### config.mk
export PLATFORM = sky130hd
export DESIGN_NAME = dpus_sequencer
export DESIGN_NICKNAME = d
export VERILOG_FILES = /design/src/rtl/dpus_pkg.sv /design/src/rtl/dpus_sequencer.sv
export SDC_FILE = /design/constraint.sdc
export NUM_CORES = 1
export LEC_CHECK = 0
export ABC_AREA = 1
export CAP_MARGIN = 0
export CORE_MARGIN = 2
export CORE_UTILIZATION = 47
export CTS_BUF_LIST = sky130_fd_sc_hd__clkbuf_4
export DETAILED_ROUTE_END_ITERATION = 12
export GPL_TIMING_DRIVEN = 1
export PLACE_DENSITY_LB_ADDON = 0.2
export SYNTH_ARGS = -nofsm -noshare
export SYNTH_HDL_FRONTEND = slang
export SYNTH_SLANG_ARGS = --single-unit
### constraint.sdc
create_clock -name clk -period 7 [get_ports clk]
set_input_delay 1.4 -clock clk [delete_from_list [all_inputs] [get_ports clk]]
set_output_delay 1.4 -clock clk [all_outputs]
set_load 0.01 [all_outputs]
### src/rtl/dpus_pkg.sv
// rtl/dpus_pkg.sv - shared types and DPUSControl encodings for the DPUS sequencer
package dpus_pkg;

  typedef enum logic [1:0] {
    IDLE  = 2'd0,
    EXEC  = 2'd1,
    WB_LO = 2'd2,
    WB_HI = 2'd3
  } state_e;

  localparam int DPUS_FPU_BIT = 3;

  // Flag vector layout {N,Z,C,V}
  localparam int FLAG_N = 3;
  localparam int FLAG_Z = 2;
  localparam int FLAG_C = 1;
  localparam int FLAG_V = 0;

  // DPUSControl codes: bit3 clear selects the ALU, bit3 set selects the FPU
  localparam logic [3:0] OP_ADD   = 4'b0000;
  localparam logic [3:0] OP_SUB   = 4'b0001;
  localparam logic [3:0] OP_AND   = 4'b0010;
  localparam logic [3:0] OP_ORR   = 4'b0011;
  localparam logic [3:0] OP_EOR   = 4'b0100;
  localparam logic [3:0] OP_MUL   = 4'b0101;
  localparam logic [3:0] OP_UMULL = 4'b0110;
  localparam logic [3:0] OP_SMULL = 4'b0111;
  localparam logic [3:0] OP_FADD  = 4'b1000;
  localparam logic [3:0] OP_FSUB  = 4'b1001;
  localparam logic [3:0] OP_FMUL  = 4'b1010;
  localparam logic [3:0] OP_FDIV  = 4'b1011;

  function automatic logic is_fpu(input logic [3:0] ctrl);
    return ctrl[DPUS_FPU_BIT];
  endfunction

endpackage

### src/rtl/dpus_sequencer.sv
// rtl/dpus_sequencer.sv - issue/wait/writeback controller in front of the DPUS
module dpus_sequencer
  import dpus_pkg::*;
#(
  parameter int WIDTH   = 32,
  parameter int FPU_LAT = 3,
  parameter int RA_W    = 4
) (
  input  logic             clk,
  input  logic             reset,
  input  logic             req_valid,
  output logic             req_ready,
  input  logic [3:0]       req_ctrl,
  input  logic             req_long,
  input  logic             req_setflags,
  input  logic [WIDTH-1:0] req_srca,
  input  logic [WIDTH-1:0] req_srcb,
  input  logic [RA_W-1:0]  req_rd,
  input  logic [RA_W-1:0]  req_rd_hi,
  output logic [WIDTH-1:0] dpus_a,
  output logic [WIDTH-1:0] dpus_b,
  output logic [3:0]       dpus_ctrl,
  input  logic [WIDTH-1:0] dpus_result,
  input  logic [WIDTH-1:0] dpus_aux,
  input  logic [3:0]       dpus_flags,
  output logic             rf_we,
  output logic [RA_W-1:0]  rf_wa,
  output logic [WIDTH-1:0] rf_wd,
  output logic             flags_we,
  output logic [3:0]       flags_out,
  output logic             done
);

  state_e           state_q, state_d;
  logic [WIDTH-1:0] a_q, b_q, res_q, aux_q, wd_q;
  logic [3:0]       ctrl_q, flg_q, cnt_q;
  logic [RA_W-1:0]  rd_q, rd_hi_q, wa_q;
  logic             setflags_q, long_q;
  logic             accept, capture;

  assign accept  = req_valid & req_ready;
  // ALU results are ready on the first EXEC cycle; FPU waits out its latency
  assign capture = (state_q == EXEC) &&
                   (is_fpu(ctrl_q) ? (cnt_q == 4'(FPU_LAT)) : 1'b1);

  assign dpus_a    = a_q;
  assign dpus_b    = b_q;
  assign dpus_ctrl = ctrl_q;
  assign flags_out = flg_q;

  // Next-state and Moore outputs; address/data fall back to the last written values
  always_comb begin
    state_d   = state_q;
    req_ready = 1'b0;
    rf_we     = 1'b0;
    rf_wa     = wa_q;
    rf_wd     = wd_q;
    flags_we  = 1'b0;
    done      = 1'b0;
    case (state_q)
      IDLE: begin
        req_ready = 1'b1;
        if (req_valid) state_d = EXEC;
      end
      EXEC: begin
        if (capture) state_d = WB_LO;
      end
      WB_LO: begin
        rf_we    = 1'b1;
        rf_wa    = rd_q;
        rf_wd    = res_q;
        flags_we = setflags_q;
        done     = ~long_q;
        state_d  = long_q ? WB_HI : IDLE;
      end
      WB_HI: begin
        rf_we   = 1'b1;
        rf_wa   = rd_hi_q;
        rf_wd   = aux_q;
        done    = 1'b1;
        state_d = IDLE;
      end
      default: state_d = IDLE;
    endcase
  end

  // State register
  always_ff @(posedge clk or posedge reset) begin
    if (reset) state_q <= IDLE;
    else       state_q <= state_d;
  end

  // Request latch and EXEC latency counter; FPU ops carry no Auxiliar so long is dropped
  always_ff @(posedge clk or posedge reset) begin
    if (reset) begin
      a_q        <= '0;
      b_q        <= '0;
      ctrl_q     <= '0;
      rd_q       <= '0;
      rd_hi_q    <= '0;
      setflags_q <= 1'b0;
      long_q     <= 1'b0;
      cnt_q      <= '0;
    end else if (accept) begin
      a_q        <= req_srca;
      b_q        <= req_srcb;
      ctrl_q     <= req_ctrl;
      rd_q       <= req_rd;
      rd_hi_q    <= req_rd_hi;
      setflags_q <= req_setflags;
      long_q     <= req_long & ~req_ctrl[DPUS_FPU_BIT];
      cnt_q      <= 4'd1;
    end else if (state_q == EXEC) begin
      cnt_q <= cnt_q + 4'd1;
    end
  end

  // Capture DPUS outputs and remember the last register-file write
  always_ff @(posedge clk or posedge reset) begin
    if (reset) begin
      res_q <= '0;
      aux_q <= '0;
      flg_q <= '0;
      wa_q  <= '0;
      wd_q  <= '0;
    end else begin
      if (capture) begin
        res_q <= dpus_result;
        aux_q <= dpus_aux;
        flg_q <= dpus_flags;
      end
      if (rf_we) begin
        wa_q <= rf_wa;
        wd_q <= rf_wd;
      end
    end
  end

endmodule

==> summary.md <==
| Metric | Value |
|---|---|
| Clk network pwr share | 12.4% |
| Number of hold buffers added after CTS | 0 |
| Sequential Area | 4700 um2 |
| Commonest non-fill, non-tap cell in the layout | nand2_1 |
| Worst-path cell chain | nand2_1, clkinv_1, buf_4, nand2_1, o211ai_1, clkdlybuf4s50_1 |
| Yosys top cell area share | 61.4% |
| Vias in the first global route | 6609 |
| Hold_ws | ~500 ps |
| Synth area leaders | dfrtp_1 61%, nand2_1 23%, nand3_1 9.0% |
| Sequential fraction of the synthesis area | 61.4% |
| Area of the core | between 15000 and 20000 um2 |
| Gr usage total | 24.1% |
| Critical path type | flop to output pin |
| Placer Congestion | between 0.7 and 0.8 |
| Setup TNS | 0 ps |
| Max Cap Viol | 0 |
| Total Routed Length | 20300 um |
| Fraction of layout cells with a size suffix above 1 | roughly 4.1% |
| Fillcell total | 1360 |
| Max_slew headroom | about a third |
| CTS tree | yes |
| ANT cells | 0 |
| First-pass GRT wire length | between 30000 and 40000 um |
| IO Port Bufs | 260 |
| Crit share post-route | 58.0% |
| Mapped Avg Cell Area | 8.59 um2 |
| Buffer depth of the longest clock path | 2 |
| Min-Delay Path Class | flop to flop |
| Starting Density | 48.1% |
| Pleak | 0.00531 uW |
| Clock skew | 13.0 ps |
| Slowest-stage cell, CP | clkdlybuf4s50_1 |
| Post-CTS Setup Repair Bufs | 0 |
| Detailed-placement wirelength estimate | roughly 13000 um |
| Worst-path fanout max | 26 |
| Slowest stage delay, CP | 570 ps |
| Synth Cell Area | 7670 um2 |
| Cell taking the most area after synthesis | dfrtp_1 |
| Maximum vdd drop | 206 uV |
| Worst skew pair latency | ~560 ps |
| Crit path time final | 4060 ps |
| Layout Nets | 1281 |
| CP endpoint kind | output pin |
| Cts bufs inserted | 17 |
| Comb power frac | 46.9% |
| Post-CTS resize count | 0 |
| Max Fclk | 246 MHz |
| Int Pwr | about 2800 uW |
| Synth Warn # | 0 |
| GR Overflow Total | 0 |
| Count of final hold-check violations | 0 |
| Startpoint types | flop |
| Io pins | 261 |
| Clock Tree Root | clkbuf_4 |
| Initial DRT Pass Iterations | 5 |
| Clock Pin Slew Worst Setup and Hold Paths | 140 ps |
| Syn Inst Count | 893 |
| Psw | 1790 uW |
| Most frequent cells in the layout | 473 x nand2_1, 260 x clkdlybuf4s50_1, 188 x dfrtp_1 |
| Final setup viols | 0 |
| Vias | 6677 |
| Drt drc | 0 |
| DR WL/cell | about 15 um |
| Drt via density | 4.91 |
| CP required | between 5000 and 6000 ps |
| Chip height | 132 um |
| FP Rows | 46 |
| Unrepaired setup endpoints after global routing | no |
| Net Sw Frac | 39.2% |
| Pwr Density | about 430 nW/um2 |
| Antenna violations before repair | 0 |
| Crit path top cell by count | nand2_1 |
| Outcome | complete, no violations |
| Total clock sinks | 188 |
| Worst EP arrival | 2660 ps |
| Area added between synthesis and finish | 38.5% |
| Reg power frac | 40.7% |
| Largest net degree at the start of global routing | 138 |
| Multi-input gate area | 2650 um2 |
| Syn nets | 1043 |
| ANT nets after route | 0 |
| Die W | 132 um |
| Die ar. | 17400 um2 |
| Least-Margin Pin Slew | ~1000 ps |
| CTS H-tree lvls | 4 |
| Initial DRC count | 428 |
| Synthesized flop and latch total | 188 |
| Synth cell types | 17 |
| Max Slew Vio Count | 0 |
## final timing paths
path | startpoint | end | slack, ps | cells after the start
min in group asynchronous | reset | dpus_b[24]$_DFFE_PP0P_ | 1320 | 2
min reg2reg | res_q[6]$_DFFE_PP0P_ | res_q[6]$_DFFE_PP0P_ | 490 | 2
max reg2reg | cnt_q[0]$_DFFE_PP0P_ | aux_q[2]$_DFFE_PP0P_ | 4800 | 8
max in group asynchronous | reset | dpus_a[16]$_DFFE_PP0P_ | 4390 | 3
min | res_q[6]$_DFFE_PP0P_ | res_q[6]$_DFFE_PP0P_ | 490 | 2
max | state_q[1]$_DFFE_PP0P_ | rf_wa[2] | 2940 | 6
## kinds of logic (layout without fill, tap and decap cells)
logic type	Yosys count	after routing	synth area share, %
flip-flops	188	188	61.4
XOR/XNOR	1	1	0.114
AND/OR/NAND/NOR	625	625	33.0
adder cells (fa/ha/maj)	1	1	0.163
buffers and inverters	63	314	4.21
AO/OA/AOI/OAI	15	15	1.17
## power by group through the flow
| stage | Sequential, uW | Clock [uW] | Combinational [uW] |
|---|---|---|---|
| final | 1860 | 565 | 2140 |
| after detailed placement | 1870 | 0 | 2170 |
| after global placement | 1860 | 0 | 2130 |
| after floorplan | 1920 | 0 | 1090 |
| after CTS | 1860 | 584 | 2180 |
| after global routing | 1910 | 632 | 2380 |
## sequential cells by signal, summed over array words and instances, names as in the netlist
signal / cells
wd_q: 32
res_q: 32
dpus_a: 32
dpus_b: 32
cnt_q: 4
flags_out: 4
long_q: 1
setflags_q: 1
dpus_ctrl: 4
rd_hi_q: 4
aux_q: 32
rd_q: 4
state_q: 2
wa_q: 4
## synth_stat cells (all sizes together)
cell type / number
nand2: 477
dfrtp: 188
nand3: 138
buf: 36
clkbuf: 13
inv: 13
nor2: 10
o21ai: 9
o211ai: 6
clkinv: 1
ha: 1
xnor2: 1
## worst max-delay path, delay by kind of cell, from the launching register on
kind            cells  cell delay [ps]
simple gates        2              260
buf+inv             3             1170
compound gates      1              140
flops               1              520
## layout make-up
cell class                 count  share of cell area [%]
clock buffer                  17                    1.20
timing repair buffer         268                    25.1
tap                          216                    2.55
inverter                      14                   0.566
multi-input combinational    642                    25.0
clock inverter                15                    1.33
sequential                   188                    44.3
## through the flow
stage / setup slack [ps] / total power, uW / instances / util (%) / instance area (um2)
after detailed placement: 3540 / 4040 / 1328 / 64.9 / 10300
final: 2940 / 4560 / 1360 / 66.6 / 10600
after global placement: 3580 / 4000 / 1328 / 64.9 / 10300
after floorplan: 486 / 3010 / 893 / - / 7670
after CTS: 2880 / 4620 / 1360 / 66.6 / 10600
after global routing: 2750 / 4930 / 1360 / 66.6 / 10600
## routing by layer
| metal | vias to the layer above | GRT usage, % | routed length (um) | share of wire (%) |
|---|---|---|---|---|
| li1 | 3291 | - | - | - |
| met1 | 3137 | 30.3 | 8500 | 42 |
| met2 | 227 | 39.8 | 9650 | 47 |
| met3 | 22 | 8.56 | 1870 | 9.2 |
| met4 | 0 | 6.76 | 325 | 1.6 |
| met5 | - | 0 | 0 | 0 |
Note: power is estimated with default switching activity, not from simulation.
